$ cat src/rtl/vending_machine_param_if.sv
// Coin/cancel inputs and vend/change/status outputs of the vending machine.
interface vending_machine_param_if #(
    parameter int CW = 4
);
    logic          pHalf;
    logic          pOne;
    logic          pTwo;
    logic          cancel;
    logic          PCola;
    logic          PChange;
    logic          coin_rej;
    logic [CW-1:0] credit;
    logic          busy;

    modport master (
        output pHalf, pOne, pTwo, cancel,
        input  PCola, PChange, coin_rej, credit, busy
    );

    modport slave (
        input  pHalf, pOne, pTwo, cancel,
        output PCola, PChange, coin_rej, credit, busy
    );
endinterface

$ cat src/rtl/vending_machine_param.sv
// Parameterised vending machine: accumulates half-unit credit, vends at PRICE,
// then returns the remainder as one PChange pulse per half-unit.
//
// state  | meaning
// ACCUM  | idle / collecting coins, cancel starts a full refund
// VEND   | one cycle, dispenses the item and deducts PRICE
// CHANGE | returns one half-unit per cycle until credit reaches 0
module vending_machine_param #(
    parameter int PRICE      = 4,
    parameter int MAX_CREDIT = 15,
    parameter int CW         = 4
) (
    input logic                   sys_clk,
    input logic                   sys_rst_n,
    vending_machine_param_if.slave bus
);
    typedef enum logic [1:0] {
        ACCUM  = 2'd0,
        VEND   = 2'd1,
        CHANGE = 2'd2
    } state_t;

    localparam logic [CW:0]   MAX_C   = (CW+1)'(MAX_CREDIT);
    localparam logic [CW:0]   PRICE_C = (CW+1)'(PRICE);
    localparam logic [CW-1:0] PRICE_R = CW'(PRICE);
    localparam logic [CW-1:0] CR_ONE  = CW'(1);

    state_t        state;
    logic [CW-1:0] credit_q;
    logic          pcola_q;
    logic          pchange_q;
    logic          coin_rej_q;
    logic          busy_q;

    logic [1:0]    coin_cnt;
    logic [2:0]    coin_val;
    logic          any_coin;
    logic [CW:0]   sum;

    // Decode the coin inputs; sum is one bit wider so overflow past MAX_CREDIT is visible.
    always_comb begin
        coin_cnt = {1'b0, bus.pHalf} + {1'b0, bus.pOne} + {1'b0, bus.pTwo};
        any_coin = (coin_cnt != 2'd0);
        coin_val = 3'd0;
        if (bus.pTwo)
            coin_val = 3'd4;
        else if (bus.pOne)
            coin_val = 3'd2;
        else if (bus.pHalf)
            coin_val = 3'd1;
        sum = {1'b0, credit_q} + {{(CW-2){1'b0}}, coin_val};
    end

    // Controller FSM with registered pulse outputs; busy tracks VEND/CHANGE.
    always_ff @(posedge sys_clk or negedge sys_rst_n) begin
        if (!sys_rst_n) begin
            state      <= ACCUM;
            credit_q   <= '0;
            pcola_q    <= 1'b0;
            pchange_q  <= 1'b0;
            coin_rej_q <= 1'b0;
            busy_q     <= 1'b0;
        end else begin
            pcola_q    <= 1'b0;
            pchange_q  <= 1'b0;
            coin_rej_q <= 1'b0;
            case (state)
                ACCUM: begin
                    if (bus.cancel) begin
                        // cancel beats any coin offered in the same cycle
                        coin_rej_q <= any_coin;
                        if (credit_q != '0) begin
                            state  <= CHANGE;
                            busy_q <= 1'b1;
                        end
                    end else if (coin_cnt > 2'd1) begin
                        coin_rej_q <= 1'b1;
                    end else if (coin_cnt == 2'd1) begin
                        if (sum <= MAX_C) begin
                            credit_q <= sum[CW-1:0];
                            if (sum >= PRICE_C) begin
                                state  <= VEND;
                                busy_q <= 1'b1;
                            end
                        end else begin
                            coin_rej_q <= 1'b1;
                        end
                    end
                end
                VEND: begin
                    coin_rej_q <= any_coin;
                    pcola_q    <= 1'b1;
                    credit_q   <= credit_q - PRICE_R;
                    if (credit_q != PRICE_R) begin
                        state <= CHANGE;
                    end else begin
                        state  <= ACCUM;
                        busy_q <= 1'b0;
                    end
                end
                CHANGE: begin
                    coin_rej_q <= any_coin;
                    if (credit_q != '0) begin
                        pchange_q <= 1'b1;
                        credit_q  <= credit_q - CR_ONE;
                        if (credit_q == CR_ONE) begin
                            state  <= ACCUM;
                            busy_q <= 1'b0;
                        end
                    end else begin
                        state  <= ACCUM;
                        busy_q <= 1'b0;
                    end
                end
                default: begin
                    state  <= ACCUM;
                    busy_q <= 1'b0;
                end
            endcase
        end
    end

    assign bus.PCola    = pcola_q;
    assign bus.PChange  = pchange_q;
    assign bus.coin_rej = coin_rej_q;
    assign bus.credit   = credit_q;
    assign bus.busy     = busy_q;
endmodule

$ cat src/flat_wrapper.sv
// flat-port wrapper written by rule: the top's interface ports become plain ports
module vending_machine_param_flat 
#(
    parameter int PRICE      = 4,
    parameter int MAX_CREDIT = 15,
    parameter int CW         = 4
)
  (sys_clk, sys_rst_n, bus_pHalf, bus_pOne, bus_pTwo, bus_cancel, bus_PCola, bus_PChange, bus_coin_rej, bus_credit, bus_busy);
  vending_machine_param_if #(.CW(CW)) bus_i ();
  input logic sys_clk;
  input logic sys_rst_n;
  input wire logic [$bits(bus_i.pHalf)-1:0] bus_pHalf;
  input wire logic [$bits(bus_i.pOne)-1:0] bus_pOne;
  input wire logic [$bits(bus_i.pTwo)-1:0] bus_pTwo;
  input wire logic [$bits(bus_i.cancel)-1:0] bus_cancel;
  output wire logic [$bits(bus_i.PCola)-1:0] bus_PCola;
  output wire logic [$bits(bus_i.PChange)-1:0] bus_PChange;
  output wire logic [$bits(bus_i.coin_rej)-1:0] bus_coin_rej;
  output wire logic [$bits(bus_i.credit)-1:0] bus_credit;
  output wire logic [$bits(bus_i.busy)-1:0] bus_busy;
  assign bus_i.pHalf = bus_pHalf;
  assign bus_i.pOne = bus_pOne;
  assign bus_i.pTwo = bus_pTwo;
  assign bus_i.cancel = bus_cancel;
  assign bus_PCola = bus_i.PCola;
  assign bus_PChange = bus_i.PChange;
  assign bus_coin_rej = bus_i.coin_rej;
  assign bus_credit = bus_i.credit;
  assign bus_busy = bus_i.busy;
  vending_machine_param #(.PRICE(PRICE), .MAX_CREDIT(MAX_CREDIT), .CW(CW)) u_core (.sys_clk(sys_clk), .sys_rst_n(sys_rst_n), .bus(bus_i));
endmodule
$ cat config.mk
export PLATFORM = sky130hd
export DESIGN_NAME = vending_machine_param_flat
export DESIGN_NICKNAME = d
export VERILOG_FILES = /design/src/rtl/vending_machine_param_if.sv /design/src/rtl/vending_machine_param.sv /design/src/flat_wrapper.sv
export SDC_FILE = /design/constraint.sdc
export NUM_CORES = 1
export LEC_CHECK = 0
export BUFFER_PORTS_ARGS = -buffer_cell sky130_fd_sc_hd__buf_4
export CORE_AREA = 2 2 43 45
export DETAILED_ROUTE_END_ITERATION = 16
export DIE_AREA = 0 0 45 47
export PLACE_DENSITY = 0.85
export SLEW_MARGIN = 20
export SYNTH_ARGS = -nofsm -noshare
export SYNTH_HDL_FRONTEND = slang
export SYNTH_SLANG_ARGS = --single-unit
$ cat constraint.sdc
create_clock -name sys_clk -period 2.3 [get_ports sys_clk]
set_clock_uncertainty 0.2 [all_clocks]
set_input_delay 0.115 -clock sys_clk [delete_from_list [all_inputs] [get_ports sys_clk]]
set_output_delay 0.115 -clock sys_clk [all_outputs]
set_load 0.005 [all_outputs]
# Yosys cells after proc, flatten, opt, wreduce, memory -nomap -nowiden
# Cells that the tools add are included.
classes:
  addsub: 5
  n_lt_le_gt_ge: 3
  n_eq_ne: 17
  muxes: 37
  reduce_logical: 8
op_table:
  columns: ["op", "count"]
  rows:
  - ["$mux 4", 5]
  - ["$mux 2", 9]
  - ["$mux 1", 17]
  - ["$ne 3x2->1 const B", 4]
  - ["$pmux 4 s3", 1]
  - ["$reduce_and 6->1", 2]
  - ["$reduce_and 7->1", 1]
  - ["$mux 3", 2]
  - ["$ne 2x1->1 const B", 3]
  - ["$ne 2x2->1 const B", 3]
  - ["$ne 3x3->1 const B", 2]
  - ["$pmux 2 s3", 1]
  - ["$add 4x3->5", 1]
  - ["$ge 5x3->1 const B", 1]
  - ["$le 5x4->1 const B", 1]
  - ["$eq 2x1->1 const B", 2]
  - ["$eq 4x1->1 const B", 1]
  - ["$ne 4x3->1 const B", 1]
  - ["$reduce_bool 4->1", 1]
  - ["$sub 4x1->4 const B", 1]
  - ["$sub 4x3->4 const B", 1]
  - ["$pmux 1 s3", 1]
  - ["$reduce_bool 3->1", 1]
  - ["$add 1x1->2", 1]
  - ["7 further kinds", 7]
totals:
  ff_bits: 10
  input_bits: 6
  out_inout_bits: 8
  word_cells: 76

# Longest topological paths before layout
depth:
  word_depth: 11
  depth_mapped: 9
  depth_no_buf: 9

# Worst setup path before layout
# No wires, ideal clock.
synth_path:
  path_type: "reg-to-reg"
  start: "register u_core.credit_q[0] (netlist: u_core.bus.credit[0])"
  end: "register u_core.state[1]"
  setup_time_ns: 0.079
  arrival_ns: 1.828
  required_time_ns: 2.021
  slack_ns: 0.193
  stages_incl_launch_ff: 9
  n_path_buf: 0
  synth_period_minus_slack_ns: 2.107
  path_cell_list: "dfrtp_1 > ha_1 > inv_1 > fa_1 > nor2b_4 > o22ai_1 > and4bb_2 > a21oi_1 > a2bb2oi_1"
synth_via:
  elab_chain_len: 4
  elab_cells_between_ends: 14
  cone_classes: "add/sub: 1; order compare: 2; eq/ne: 6; mux: 3; reduce/logical: 2"
synth_lines:
  columns: ["item", "line_no", "rtl"]
  rows:
  - ["from (decl)", "vending_machine_param.sv:29", "logic [CW-1:0] credit_q;"]
  - ["from (signal assigned)", "vending_machine_param.sv:80", "credit_q <= sum[CW-1:0];"]
  - ["from (signal assigned)", "vending_machine_param.sv:93", "credit_q <= credit_q - PRICE_R;"]
  - ["from (signal assigned)", "vending_machine_param.sv:105", "credit_q <= credit_q - CR_ONE;"]
  - ["$add 4x3->5", "vending_machine_param.sv:51", "sum = {1'b0, credit_q} + {{(CW-2){1'b0}}, coin_val};"]
  - ["$le 5x4->1 / $ge 5x3->1 (equally long branches)", "vending_machine_param.sv:79, vending_machine_param.sv:81", null]
  - ["$ne 3x2->1 (no line)", null, null]
  - ["$reduce_and 6->1 (no line)", null, null]
  - ["to (signal assigned)", "vending_machine_param.sv:57", "state <= ACCUM;"]
  - ["to (signal assigned)", "vending_machine_param.sv:82", "state <= VEND;"]
  - ["to (signal assigned)", "vending_machine_param.sv:95", "state <= CHANGE;"]
  - ["to (decl)", "vending_machine_param.sv:28", "state_t state;"]
# Parallel ways exist; a longest one is shown, timed or not.
# A chain may end at the register's enable or synchronous reset.

# Worst setup path in the final report
layout_path:
  start: "register u_core.credit_q[0] (netlist: u_core.bus.credit[0])"
  end: "register u_core.credit_q[3] (netlist: u_core.bus.credit[3])"
layout_via:
  elab_chain_len: 6
  elab_cells_between_ends: 14
  cone_classes: "add/sub: 3; order compare: 1; eq/ne: 2; mux: 6; reduce/logical: 2"
layout_lines:
  columns: ["item"]
  rows:
  - ["branches (longest 6 deep; another with $add 4x3->5)"]
# Several ways; the timed one is not identified. The select of a mux whose other input is x is not followed.

==> qor.txt <==
PD cells -> 1495 nW/um2
antenna violations before repair -> 0
total clock sinks -> 10
CP Buf/Inv Count -> 1
adder-cell share of the synthesized area -> 22.06%
slowest stage delay, CP -> 0.39 ns
GRT busiest layer -> met2
Fmax achieved -> 460.3 MHz
WP data required -> 2.26 ns
FF-to-FF End -> u_core.bus.credit[3]
Synth Cell Area -> 862.1 um2
vias in the first global route -> 753
via density per instance -> 6.250
Worst Setup End Kind -> flop
most common cell after layout, fill and taps aside -> buf_4
max-cap viol count -> 0
startpoint types -> flop
fillcell total -> 134
first-pass GRT wire length -> 3.339 mm
Worst IR Drop VDD -> 800.9 uV
first-pass detailed-route iteration total -> 4
Num CTS Buffers -> 3
DP Wirelength -> 1.601 mm
post-route ant nets -> 0
sequential-to-total area share from yosys stat -> 29.03%
mux cell area share after synthesis -> 3.774%
Synth area leaders -> dfrtp_1 (29%), ha_1 (17%), inv_1 (5.2%)
crit path max fanout -> 6
Rows -> 15
FF-to-FF Start -> u_core.bus.credit[0]
most frequent cells in the layout -> buf_4 (16), inv_1 (12), ha_1 (12)
Core Util, Final -> 63.94%
crit share post-route -> 94.46%
GRT Resource Usage Total -> 22.35%
# H-tree levels -> 1
largest area contributor in the synthesized netlist -> dfrtp_1
drt initial violations -> 26
total wire length -> 2.049 mm
GR Util met2 -> 39.43%
Chip Height -> 47 um
largest family of logic cells by synthesized area -> adder cells
initial core utilization -> 52.20%
DP Cell Count -> 126
Mapped Nets -> 115
M3 GR Usage -> 3.462%
post-route setup slack -> 0.1274 ns
number of synthesized flops with an enable pin -> 0
Tmin final -> 2.173 ns
Post-Synthesis Cells -> 95
# diodes -> 0
Avg Inst Size Synth -> 9.074 um2
xor-xnor portion of the synthesized cell area -> 0%
via count -> 825
Main synth FF type -> dfrtp_1
Final Non-Filler Cells -> 132
CP startpoint -> u_core.bus.credit[0]
post-placement setup slack -> -0.004458 ns
flops & latches, synth -> 10
gpl congestion -> 1.025
reg-to-reg slack, setup -> 0.13 ns
Reg2Reg Depth -> 8
met1 Use GR -> 26.65%
cells traversed along the worst timing path -> ha_1, inv_1, fa_2, nor2b_4, o211ai_2, nand3_2, o31a_1, a211o_1
WS Path Type -> reg2reg
gr ovfl total -> 0
Synthesis Warnings -> 0
Layout area overhead -> 22.50%
nets@finish -> 136
Avg WL per Cell -> 15.52 um
Post-synth ARST share -> 100.0%
largest net degree at the start of global routing -> 11
final setup fails -> 0
critical path arrival -> 2.14 ns
worst min path class -> in2async
run status -> finished, final reports clean
relative slew slack -> 72.73%
CTS tree -> yes
RSZ-0062 raised after global routing -> false
top-area cell type share of the netlist area -> 29.03%
io pins -> 14
PortBufs -> 13
Crit-path slowest cell -> dfrtp_1
Core ar. -> 1652 um2
Compound-Gate Fraction of Synth Area -> 20.75%
root buffer cell -> clkbuf_4
Yosys cell types -> 33
Die X -> 45 um
pin slew with the least headroom to its limit -> 0.4066 ns
CTS clock-pin slew for the worst setup and hold paths -> 0.08 ns
simple-gate share of the synthesized area -> 18.14%
total die area -> 2115 um2
clk_lat worst skew -> 0.27 ns
Leakage -> 0.5288 nW
Max Buffers Root-to-Sink -> 2
Final Max Tran Viols -> 0
critical path's top delay family -> compound AO/OA/AOI/OAI gates
DRC viols -> 0
Fin. Hold Viols -> 0
layout cells sized above 1 -> 25.22%
[layout make-up]
type,instances,area (um2),share of cell area (%)
timing repair buffer,18,140.1,13.27
sequential,10,250.2,23.70
inverter,12,45.04,4.265
tap,17,21.27,2.014
multi-input combinational,71,563.0,53.32
clock buffer,4,36.28,3.436
[metal layers]
metal,vias to the layer above,wire (um),part of all wire (%)
li1,379,-,-
met1,389,842,41
met2,45,1019,50
met3,12,129,6.3
met4,0,58,2.8
met5,-,0,0
[kinds of logic after synthesis]
kind of cell               Yosys count
AOI/OAI and AO/OA                   27
adders and majority gates           14
buffers and inverters               14
DFF                                 10
muxes                                3
and+or+nand+nor                     27
[flip-flops by register name (all words and copies together), names as in the netlist]
register             count
u_core.bus.busy          1
u_core.state             2
u_core.bus.coin_rej      1
u_core.bus.PChange       1
u_core.bus.credit        4
u_core.bus.PCola         1
[Yosys cell counts (2+ instances only)]
cell type   n
nand2_1     5
nand2b_1    2
o21ai_0     5
ha_1       12
dfrtp_1    10
a21oi_1     7
inv_1      12
a211oi_1    2
o22ai_1     3
mux2_2      2
nor2_1      8
fa_1        2
a21o_1      2
nand3_1     2
nor3_1      3
[power breakdown]
part / switching, mW / total (mW) / internal (mW)
clock network: 0.0709 / 0.167 / 0.0961
registers: 0.0602 / 0.323 / 0.263
logic: 0.588 / 1.09 / 0.500
total: 0.719 / 1.58 / 0.860
[repair_timing]
| action | in CTS | in global routing |
|---|---|---|
| hold endpoints to repair | 12 | 0 |
| buffers inserted | 0 | 0 |
| endpoints found under the setup margin | 0 | 4 |
| hold buffers | 2 | 0 |
| gates resized for setup | 0 | 2 |
[per-stage QoR]
| stage | area (um2) | TNS [ns] | hold WS [ns] | power, mW |
|---|---|---|---|---|
| finish | 1056 | 0 | 0.008888 | 1.579 |
| global route | 1056 | 0 | 0.02868 | 1.709 |
| CTS | 1051 | 0 | 0.01757 | 1.548 |
| detailed placement | 994.7 | -0.004458 | -0.2451 | 1.382 |
| global placement | 994.7 | 0 | -0.2476 | 1.329 |
| floorplan | 862.1 | 0 | -0.3806 | 1.048 |
[worst reg2reg max path, stage by stage, from the launching register on]
cell and delay, ns:
dfrtp_1 0.39, ha_1 0.23, inv_1 0.08, fa_2 0.23
nor2b_4 0.06, o211ai_2 0.16, nand3_2 0.15, o31a_1 0.30
a211o_1 0.25
[worst max-delay path by stage]
stage                           endpoint  cells after the start
floorplan                u_core.state[1]                      8
global placement         u_core.state[1]                     10
detailed placement       u_core.state[1]                     10
CTS                      u_core.state[1]                      7
global route        u_core.bus.credit[3]                      7
finish              u_core.bus.credit[3]                      8
(Power assumes the default switching activity.)
